$ cat src/rtl/vx_exe_route_arb_if.sv
// Bundle of request, per-unit and merged response signals for vx_exe_route_arb.
// slave is the router's view and master is the surrounding logic's view.
interface vx_exe_route_arb_if #(
  parameter int NUM_UNITS = 3,
  parameter int TYPE_BITS = 2,
  parameter int REQ_DATAW = 64,
  parameter int RSP_DATAW = 64
);
  localparam int SEL_W = (NUM_UNITS > 1) ? $clog2(NUM_UNITS) : 1;

  // Every channel is valid/ready: a transfer happens on a rising clk edge with
  // valid && ready. A source holds valid and payload stable until that edge, and
  // it never waits for ready before raising valid.
  logic                           req_valid;
  logic [TYPE_BITS-1:0]           req_type;
  logic [REQ_DATAW-1:0]           req_data;
  logic                           req_ready;
  logic [NUM_UNITS-1:0]           unit_req_valid;
  logic [NUM_UNITS*REQ_DATAW-1:0] unit_req_data;
  logic [NUM_UNITS-1:0]           unit_req_ready;
  logic [NUM_UNITS-1:0]           unit_rsp_valid;
  logic [NUM_UNITS*RSP_DATAW-1:0] unit_rsp_data;
  logic [NUM_UNITS-1:0]           unit_rsp_ready;
  logic                           rsp_valid;
  logic [RSP_DATAW-1:0]           rsp_data;
  logic [SEL_W-1:0]               rsp_sel;
  logic                           rsp_ready;
  logic                           err_illegal;
  logic                           idle;

  modport slave (
    input  req_valid, req_type, req_data, unit_req_ready, unit_rsp_valid, unit_rsp_data, rsp_ready,
    output req_ready, unit_req_valid, unit_req_data, unit_rsp_ready, rsp_valid, rsp_data, rsp_sel,
           err_illegal, idle
  );

  modport master (
    output req_valid, req_type, req_data, unit_req_ready, unit_rsp_valid, unit_rsp_data, rsp_ready,
    input  req_ready, unit_req_valid, unit_req_data, unit_rsp_ready, rsp_valid, rsp_data, rsp_sel,
           err_illegal, idle
  );
endinterface

$ cat src/rtl/vx_exe_route_arb.sv
// Execute-stage router with per-unit credit limits and a round-robin response merger.
// Define EXE_ROUTE_PERF_EN to add the perf_req_stalls / perf_rsp_count counters.
module vx_exe_route_arb #(
  parameter int NUM_UNITS   = 3,
  parameter int TYPE_BITS   = 2,
  parameter int REQ_DATAW   = 64,
  parameter int RSP_DATAW   = 64,
  parameter int MAX_PENDING = 4,
  parameter int OUT_BUF     = 1
) (
  input  logic        clk,
  input  logic        reset,
`ifdef EXE_ROUTE_PERF_EN
  output logic [31:0] perf_req_stalls,
  output logic [31:0] perf_rsp_count,
`endif
  vx_exe_route_arb_if.slave bus
);
  localparam int SEL_W = (NUM_UNITS > 1) ? $clog2(NUM_UNITS) : 1;
  localparam int CNT_W = $clog2(MAX_PENDING + 1);

  logic [CNT_W-1:0]     cnt [NUM_UNITS];
  logic [NUM_UNITS-1:0] avail, req_fire, rsp_fire;
  logic                 type_legal, cnt_zero, err_q;
  logic [SEL_W-1:0]     rr_ptr, grant, lock_sel, cand;
  logic                 lock_q, found;
  logic                 arb_valid, arb_ready, arb_fire, out_valid;
  logic [RSP_DATAW-1:0] arb_data;

  assign type_legal = 32'(bus.req_type) < 32'(NUM_UNITS);

  // Illegal types are swallowed: ready stays high so the stream never wedges.
  always_comb begin
    avail              = '0;
    bus.unit_req_valid = '0;
    bus.req_ready      = !type_legal;
    for (int u = 0; u < NUM_UNITS; u++) begin
      avail[u] = cnt[u] < CNT_W'(MAX_PENDING);
      if (32'(bus.req_type) == 32'(u)) begin
        bus.unit_req_valid[u] = bus.req_valid && avail[u];
        bus.req_ready         = bus.unit_req_ready[u] && avail[u];
      end
    end
  end

  assign bus.unit_req_data = {NUM_UNITS{bus.req_data}};
  assign req_fire          = bus.unit_req_valid & bus.unit_req_ready;
  assign rsp_fire          = bus.unit_rsp_valid & bus.unit_rsp_ready;

  // A grant left unaccepted last cycle is replayed so the choice stays stable.
  always_comb begin
    grant = rr_ptr;
    cand  = '0;
    found = 1'b0;
    if (lock_q) begin
      grant = lock_sel;
    end else begin
      for (int i = 0; i < NUM_UNITS; i++) begin
        cand = SEL_W'((32'(rr_ptr) + 32'(i)) % 32'(NUM_UNITS));
        if (!found && bus.unit_rsp_valid[cand]) begin
          found = 1'b1;
          grant = cand;
        end
      end
    end
    arb_valid = bus.unit_rsp_valid[grant];
    arb_data  = bus.unit_rsp_data[grant*RSP_DATAW +: RSP_DATAW];
    for (int u = 0; u < NUM_UNITS; u++) begin
      bus.unit_rsp_ready[u] = arb_ready && (32'(grant) == 32'(u));
    end
  end

  assign arb_fire = arb_valid && arb_ready;

  always_ff @(posedge clk or negedge reset) begin
    if (!reset) begin
      rr_ptr   <= '0;
      lock_q   <= 1'b0;
      lock_sel <= '0;
      err_q    <= 1'b0;
      for (int u = 0; u < NUM_UNITS; u++) cnt[u] <= '0;
    end else begin
      lock_q   <= arb_valid && !arb_ready;
      lock_sel <= grant;
      if (arb_fire) rr_ptr <= (grant == SEL_W'(NUM_UNITS - 1)) ? '0 : grant + SEL_W'(1);
      if (bus.req_valid && !type_legal) err_q <= 1'b1;
      // Simultaneous issue and retire cancel; a stray retire at zero is ignored.
      for (int u = 0; u < NUM_UNITS; u++) begin
        if (req_fire[u] && !rsp_fire[u]) cnt[u] <= cnt[u] + CNT_W'(1);
        else if (!req_fire[u] && rsp_fire[u] && cnt[u] != '0) cnt[u] <= cnt[u] - CNT_W'(1);
      end
    end
  end

  generate
    if (OUT_BUF != 0) begin : g_out_reg
      logic [RSP_DATAW-1:0] out_data;
      logic [SEL_W-1:0]     out_sel;
      assign arb_ready = !out_valid || bus.rsp_ready;
      always_ff @(posedge clk or negedge reset) begin
        if (!reset) begin
          out_valid <= 1'b0;
          out_data  <= '0;
          out_sel   <= '0;
        end else if (arb_ready) begin
          out_valid <= arb_valid;
          out_data  <= arb_data;
          out_sel   <= grant;
        end
      end
      assign bus.rsp_valid = out_valid;
      assign bus.rsp_data  = out_data;
      assign bus.rsp_sel   = out_sel;
    end else begin : g_out_comb
      assign arb_ready     = bus.rsp_ready;
      assign out_valid     = 1'b0;
      assign bus.rsp_valid = arb_valid;
      assign bus.rsp_data  = arb_data;
      assign bus.rsp_sel   = grant;
    end
  endgenerate

  always_comb begin
    cnt_zero = 1'b1;
    for (int u = 0; u < NUM_UNITS; u++) if (cnt[u] != '0) cnt_zero = 1'b0;
  end

  assign bus.idle        = cnt_zero && !out_valid;
  assign bus.err_illegal = err_q;

  generate
    for (genvar u = 0; u < NUM_UNITS; u++) begin : g_chk
      a_rsp_needs_credit: assert property (@(posedge clk) disable iff (!reset)
        !(rsp_fire[u] && cnt[u] == '0));
    end
  endgenerate

`ifdef EXE_ROUTE_PERF_EN
  always_ff @(posedge clk or negedge reset) begin
    if (!reset) begin
      perf_req_stalls <= '0;
      perf_rsp_count  <= '0;
    end else begin
      if (bus.req_valid && !bus.req_ready && type_legal) perf_req_stalls <= perf_req_stalls + 32'd1;
      if (bus.rsp_valid && bus.rsp_ready) perf_rsp_count <= perf_rsp_count + 32'd1;
    end
  end
`else
  // Without the perf option there is no counter state at all.
`endif
endmodule

$ cat src/flat_wrapper.sv
// flat-port wrapper written by rule: the top's interface ports become plain ports
module vx_exe_route_arb_flat 
#(
  parameter int NUM_UNITS   = 3,
  parameter int TYPE_BITS   = 2,
  parameter int REQ_DATAW   = 64,
  parameter int RSP_DATAW   = 64,
  parameter int MAX_PENDING = 4,
  parameter int OUT_BUF     = 1
)
  (clk, reset, bus_req_valid, bus_req_type, bus_req_data, bus_unit_req_ready, bus_unit_rsp_valid, bus_unit_rsp_data, bus_rsp_ready, bus_req_ready, bus_unit_req_valid, bus_unit_req_data, bus_unit_rsp_ready, bus_rsp_valid, bus_rsp_data, bus_rsp_sel, bus_err_illegal, bus_idle);
  vx_exe_route_arb_if #(.NUM_UNITS(NUM_UNITS), .TYPE_BITS(TYPE_BITS), .REQ_DATAW(REQ_DATAW), .RSP_DATAW(RSP_DATAW)) bus_i ();
  input  logic clk;
  input  logic reset;
  input wire logic [$bits(bus_i.req_valid)-1:0] bus_req_valid;
  input wire logic [$bits(bus_i.req_type)-1:0] bus_req_type;
  input wire logic [$bits(bus_i.req_data)-1:0] bus_req_data;
  input wire logic [$bits(bus_i.unit_req_ready)-1:0] bus_unit_req_ready;
  input wire logic [$bits(bus_i.unit_rsp_valid)-1:0] bus_unit_rsp_valid;
  input wire logic [$bits(bus_i.unit_rsp_data)-1:0] bus_unit_rsp_data;
  input wire logic [$bits(bus_i.rsp_ready)-1:0] bus_rsp_ready;
  output wire logic [$bits(bus_i.req_ready)-1:0] bus_req_ready;
  output wire logic [$bits(bus_i.unit_req_valid)-1:0] bus_unit_req_valid;
  output wire logic [$bits(bus_i.unit_req_data)-1:0] bus_unit_req_data;
  output wire logic [$bits(bus_i.unit_rsp_ready)-1:0] bus_unit_rsp_ready;
  output wire logic [$bits(bus_i.rsp_valid)-1:0] bus_rsp_valid;
  output wire logic [$bits(bus_i.rsp_data)-1:0] bus_rsp_data;
  output wire logic [$bits(bus_i.rsp_sel)-1:0] bus_rsp_sel;
  output wire logic [$bits(bus_i.err_illegal)-1:0] bus_err_illegal;
  output wire logic [$bits(bus_i.idle)-1:0] bus_idle;
  assign bus_i.req_valid = bus_req_valid;
  assign bus_i.req_type = bus_req_type;
  assign bus_i.req_data = bus_req_data;
  assign bus_i.unit_req_ready = bus_unit_req_ready;
  assign bus_i.unit_rsp_valid = bus_unit_rsp_valid;
  assign bus_i.unit_rsp_data = bus_unit_rsp_data;
  assign bus_i.rsp_ready = bus_rsp_ready;
  assign bus_req_ready = bus_i.req_ready;
  assign bus_unit_req_valid = bus_i.unit_req_valid;
  assign bus_unit_req_data = bus_i.unit_req_data;
  assign bus_unit_rsp_ready = bus_i.unit_rsp_ready;
  assign bus_rsp_valid = bus_i.rsp_valid;
  assign bus_rsp_data = bus_i.rsp_data;
  assign bus_rsp_sel = bus_i.rsp_sel;
  assign bus_err_illegal = bus_i.err_illegal;
  assign bus_idle = bus_i.idle;
  vx_exe_route_arb #(.NUM_UNITS(NUM_UNITS), .TYPE_BITS(TYPE_BITS), .REQ_DATAW(REQ_DATAW), .RSP_DATAW(RSP_DATAW), .MAX_PENDING(MAX_PENDING), .OUT_BUF(OUT_BUF)) u_core (.clk(clk), .reset(reset), .bus(bus_i));
endmodule
$ cat config.mk
export PLATFORM = sky130hd
export DESIGN_NAME = vx_exe_route_arb_flat
export DESIGN_NICKNAME = d
export VERILOG_FILES = /design/src/rtl/vx_exe_route_arb_if.sv /design/src/rtl/vx_exe_route_arb.sv /design/src/flat_wrapper.sv
export SDC_FILE = /design/constraint.sdc
export NUM_CORES = 1
export LEC_CHECK = 0
export ABC_AREA = 1
export CORE_AREA = 2 2 209 211
export DETAILED_ROUTE_END_ITERATION = 7
export DIE_AREA = 0 0 211 213
export GPL_TIMING_DRIVEN = 0
export PLACE_DENSITY = 0.43
export SLEW_MARGIN = 15
export SYNTH_ARGS = -nofsm -noshare
export SYNTH_HDL_FRONTEND = slang
export SYNTH_SLANG_ARGS = --single-unit
export TNS_END_PERCENT = 5
$ cat constraint.sdc
create_clock -name clk -period 3.22 [get_ports clk]
set_input_delay 0.644 -clock clk [delete_from_list [all_inputs] [get_ports clk]]
set_output_delay 0.644 -clock clk [all_outputs]
set_load 0.02 [all_outputs]
Yosys cells after proc, flatten, opt, wreduce, memory -nomap -nowiden
Cells that the tools add are included.
- bits in registers: 82
- latch bits: 0
- bits in writable memories: 0
- memory bits (read-only): 0
- input bits: 268
- output and inout bits: 268
- word-level logic and storage cells: 113
- memories: 0
- add/subtract/negate cells: 9
- $mul: 0
- divide/modulo/power cells: 3
- $lt $le $gt $ge: 8
- eq/ne operators: 4
- shift operators: 1
- mux-type cells: 32
- bitwise operators: 2
- reduce and logical (&&, ||, !) cells: 44
- operator list (kind ; count):
    $shiftx 192x9->64 ; 1
    $mod 32x2->32 const B ; 2
    $mod 2x2->32 const B ; 1
    $logic_and 1x1->1 ; 24
    $mux 3 ; 6
    $mux 1 ; 17
    $lt 2x3->1 const B ; 4
    $logic_not 1->1 ; 11
    $mux 2 ; 5
    $add 3x1->3 const B ; 3
    $lt 3x3->1 const B ; 3
    $reduce_bool 3->1 ; 3
    $sub 3x1->3 const B ; 3
    $bmux 1 s2 ; 4
    $and 3x3->3 ; 2
    $reduce_bool 2->1 ; 3
    $eq 2x1->1 const B ; 2
    $eq 2x2->1 const B ; 2
    $logic_not 2->1 ; 2
    $add 2x1->3 const B ; 1
    $add 2x2->3 const B ; 1
    $add 2x1->2 const B ; 1
    $lt 2x2->1 const B ; 1
    $logic_or 1x1->1 ; 1

Logic depth before layout (Yosys ltp)
Gate-level depths: netlist of the first run.
- depth after elaboration: 20
- depth in mapped cells: 22
- depth with buffers taken out: 22

Least setup slack after synthesis of the first run
Ideal clock, no wire load.
- path type: reg2out
- start: register u_core.rr_ptr[0]
- end: output port bus_unit_rsp_ready[1]
- arrival time: 1.932 ns
- required time: 2.576 ns
- setup slack: 0.644 ns
- stages on the path, launching flop included: 14
- buffers on the path: 2
- cell sequence: dfrtp_1 inv_1 ha_1 inv_1 nand2_1 nand2_1 nand3_1 nand3_2 nand3_2 nand2_1 nand2_4 nor2_1 buf_4 buf_6
- cells in the longest elaborated chain, start to end: 15
- elaborated cells between the ends (all ways): 25
- those cells by class: 2 x add/sub; 3 x div; 1 x eq/ne; 14 x mux; 5 x reduce/logical
- ends and longest elaborated chain (item ; line ; text):
    from (decl) ; vx_exe_route_arb.sv:25 ; logic [SEL_W-1:0] rr_ptr, grant, lock_sel, cand;
    from (signal assigned) ; vx_exe_route_arb.sv:85 ; if (arb_fire) rr_ptr <= (grant == SEL_W'(NUM_UNITS - 1)) ? '0 : grant + SEL_W'(1);
    parallel branches: the longest is 11 deep, another holds $mod 32x2->32 ; -- ;
    $mux 2 * ; vx_exe_route_arb.sv:60 ; if (!found && bus.unit_rsp_valid[cand]) begin
    $mux 2 * ; vx_exe_route_arb.sv:55 ; if (lock_q) begin
    $eq 2x1->1 * ; vx_exe_route_arb.sv:69 ; bus.unit_rsp_ready[u] = arb_ready && (32'(grant) == 32'(u));
    $logic_and 1x1->1 * ; vx_exe_route_arb.sv:69 ;
    to (decl) ; flat_wrapper.sv:25 ; output wire logic [$bits(bus_i.unit_rsp_ready)-1:0] bus_unit_rsp_ready;
Every way passes the cells marked *. The select of a mux whose other input is x is not followed.

Final worst setup path of the first run
- start: register u_core.rr_ptr[0]
- end: output port bus_unit_rsp_ready[2]
- cells in the longest elaborated chain, start to end: 15
- elaborated cells between the ends (all ways): 25
- those cells by class: 2 x add/sub; 3 x div; 1 x eq/ne; 14 x mux; 5 x reduce/logical
- ends and longest elaborated chain (item ; line):
    parallel branches: the longest is 11 deep, another holds $mod 32x2->32 ; --
    $mux 2 * ; vx_exe_route_arb.sv:60
    $mux 2 * ; vx_exe_route_arb.sv:55
    $eq 2x2->1 * ; vx_exe_route_arb.sv:69
    $logic_and 1x1->1 * ; vx_exe_route_arb.sv:69
Marks and branches as above.

==> results.yml, run 1 <==
run_status:
  status: "complete, no violations"
synth:
  yosys_warnings: 0
  syn_area_per_cell_sq_um: 7.06
  syn_nets: 1194
  ys_types: 31
  syn_area_sq_um: 6490
  ys_seq_area_frac: 0.316
  synth-seq-cells: 82
  netlist_instances: 919
setup_path:
  path_max_fanout: 6
  required_ns: 2.58
  crit_start: "u_core.rr_ptr[0]$_DFFE_PN0P_"
  regToRegStartpoint: "u_core.rr_ptr[1]$_DFFE_PN0P_"
  start_kind: "register"
  path_class: "reg -> out"
  critPathArrivalTime_ns: 2.40
  cp-end-kind: "primary output"
pwr:
  power_leakage_nw: 5.80
  powerDensity_nw_per_um2: 858
  ir_worst_vdd_mv: 0.366
floorplan:
  die_x_um: 211
  fp.coreArea_sq_um: 42700
  die_area_sq_um: 44900
  initial_core_util: 0.152
  io_pins: 536
  rows: 76
  die_h_um: 213
sta:
  maxSlewViolCount: 0
  fin_ws_ns: 0.179
  fmax_ghz: 0.329
  worst_pin_slew_ns: 0.851
  relSlewSlack: 0.433
  hold_viol_final: 0
  fin_crit_ns: 3.04
  setup_viol: 0
  clock_skew_ns: 0.0112
  finalCritPeriodShare: 0.944
place:
  gp_congestion: 0.771
  port-buffer-count: 471
  place_hpwl_mm: 27.4
  preCtsSetupSlack_ns: -0.994
  place_area_sq_um: 11900
clock_network:
  cts_root_buffer: "clkbuf_16"
  worstSkewPairLatency_ns: 0.37
  cts_buffers: 9
  cts_tree: "done"
  clk_path_buf_depth: 2
  postCtsHoldBufs: 0
  cts_sinks: 82
  h-tree-depth: 3
  path_clk_slew_ns: 0.07
final_layout:
  nNetsFinal: 1683
  layout-drive-gt1-share: 0.200
  area_delta_synth_final_pct: 90.4
  final_area_sq_um: 12400
  layout_commonest_cell: "clkdlybuf4s50_1"
  final_cell_mix: "clkdlybuf4s50_1, nand2_1, buf_4"
grt:
  grt_max_degree: 56
  grt_pass1_wl_mm: 46.6
  grt_util_all_layers: 0.142
  grt_pass1_vias: 7308
  grt_antenna_before_repair: 5
  globalRoute.totalOverflow: 0
route:
  viasPerCell: 3.76
  drc: 0
  drt_first_pass_iters: 4
  ant_nets: 0
  wirelength_mm: 33.3
  wl_per_cell_um: 17.0
  drtIter0Drc: 331
  vias: 7368
job:
  maxCapViolCount: 0
hold_path:
  hold_path.class: "in -> async"
[final timing paths]
path | end | slack, ns | depth (start not counted)
max in group asynchronous | u_core.bus.rsp_data[20]$_DFFE_PN0N_ | 2.44 | 2
hold reg to reg | u_core.bus.err_illegal$_DFFE_PN0P_ | 0.48 | 1
hold / removal | u_core.bus.err_illegal$_DFFE_PN0P_ | 0.16 | 1
setup / recovery | bus_unit_rsp_ready[2] | 0.18 | 12
min in group clk | u_core.bus.err_illegal$_DFFE_PN0P_ | 0.48 | 1
setup reg to reg | u_core.cnt[8]$_DFFE_PN0P_ | 0.54 | 20
[cells by family (layout without fill, tap and decap cells)]
group           after synthesis  after routing  synth area share
other cells                   0              1                 0
simple gates                523            523             0.345
compound gates               35             35            0.0395
fa+ha+maj                     7              7            0.0170
buf+inv                     269            762             0.278
xor+xnor                      3              3           0.00405
flops                        82             82             0.316
[metal layers]
metal	track usage	wire (um)
met5	0	36
met3	0.0457	2530
met4	0.0340	414
met2	0.257	17200
met1	0.160	13100
[stage by stage]
step / std cells / util / TNS [ns] / hold WS [ns] / total power [mW]
after floorplan: 919 / - / 0 / 0.348 / 6.17
after global placement: 1936 / 0.278 / -196.10 / 0.466 / 9.39
after detailed placement: 1937 / 0.279 / -3.22 / 0.468 / 9.40
after CTS: 1957 / 0.289 / 0 / 0.157 / 10.9
after global routing: 1959 / 0.289 / -0.00344 / 0.158 / 11.6
final: 1959 / 0.289 / 0 / 0.161 / 10.6
[registers in the layout (all words and copies together), names as in the netlist]
register	flops
u_core.bus.rsp_data	64
u_core.cnt	9
u_core.bus.rsp_sel	2
u_core.lock_sel	2
u_core.rr_ptr	2
u_core.bus.err_illegal	1
u_core.bus.rsp_valid	1
u_core.lock_q	1
[synth_stat cells]
library cell,count,area [sq um]
ha_1,4,50.1
nand3_2,3,30.0
o21ai_0,3,15.0
clkbuf_1,11,41.3
dfrtp_1,82,2050
nand3_1,61,305
a22oi_1,27,203
a21oi_2,1,8.76
buf_6,4,45.0
xor2_1,3,26.3
nand2_1,388,1460
buf_4,197,1480
fa_1,3,60.1
o21bai_1,1,7.51
clkinv_1,1,3.75
inv_2,4,15.0
nor2_1,11,41.3
o21ai_1,1,5.00
nand4_1,41,257
nand2_4,2,22.5
nand2_2,5,31.3
o311ai_0,1,8.76
nor4_1,1,6.26
o21ai_2,1,8.76
nor3_1,5,25.0
nor2_2,1,6.26
nor2_8,1,20.0
buf_2,22,110
inv_1,30,113
nor2_4,2,22.5
and2_1,2,12.5
[worst max-delay path: stages, from the launching register on]
cell and delay, ns:
dfrtp_1 0.39, inv_2 0.11, ha_4 0.22, inv_2 0.09, nand2_1 0.06, nand2_1 0.08
nand3_2 0.11, nand4_1 0.11, nand2_1 0.08, nor2_2 0.23, nor2_8 0.06, nor2_4 0.14
clkdlybuf4s15_1 0.34
[where the power goes]
| part | leakage (nW) | internal, mW | switching (mW) |
|---|---|---|---|
| Combinational | 4.61 | 2.85 | 4.56 |
| Sequential | 1.01 | 1.57 | 0.328 |
| Clock | 0.172 | 0.799 | 0.495 |
| Total | 5.80 | 5.22 | 5.38 |
[repair_timing]
item                       in CTS  in global routing
setup endpoints to repair       3                  3
pin swaps                       2                  3
buffers inserted                5                  2
gates resized for setup        22                  9
[area by class of cell]
type	count	area, sq um
Antenna cell	1	2.50
Buffer	233	1670
Clock buffer	11	253
Clock inverter	4	98.8
Fill cell	4632	30300
Inverter	35	133
Multi-Input combinational cell	568	2680
Sequential cell	82	2050
Tap cell	546	683
Timing Repair Buffer	479	4780
(Power assumes the default switching activity.)
==> run 2: changes to the inputs <==
HOLD_SLACK_MARGIN = 0.15   (was unset)
clock period = 3.23 ns   (was 3.22 ns; I/O delays follow)
==> results of run 2 <==
Same layout as run 1 (identical final DEF). Status: complete, no violations.
Among the figures that moved: setup slack after placement -0.994 ns -> -0.988 ns; setup slack after layout 0.179 ns -> 0.187 ns; hold slack 0.161 ns -> 0.163 ns; register-to-register setup slack 0.54 ns -> 0.55 ns; worst IR drop on VDD 0.366 mV -> 0.365 mV
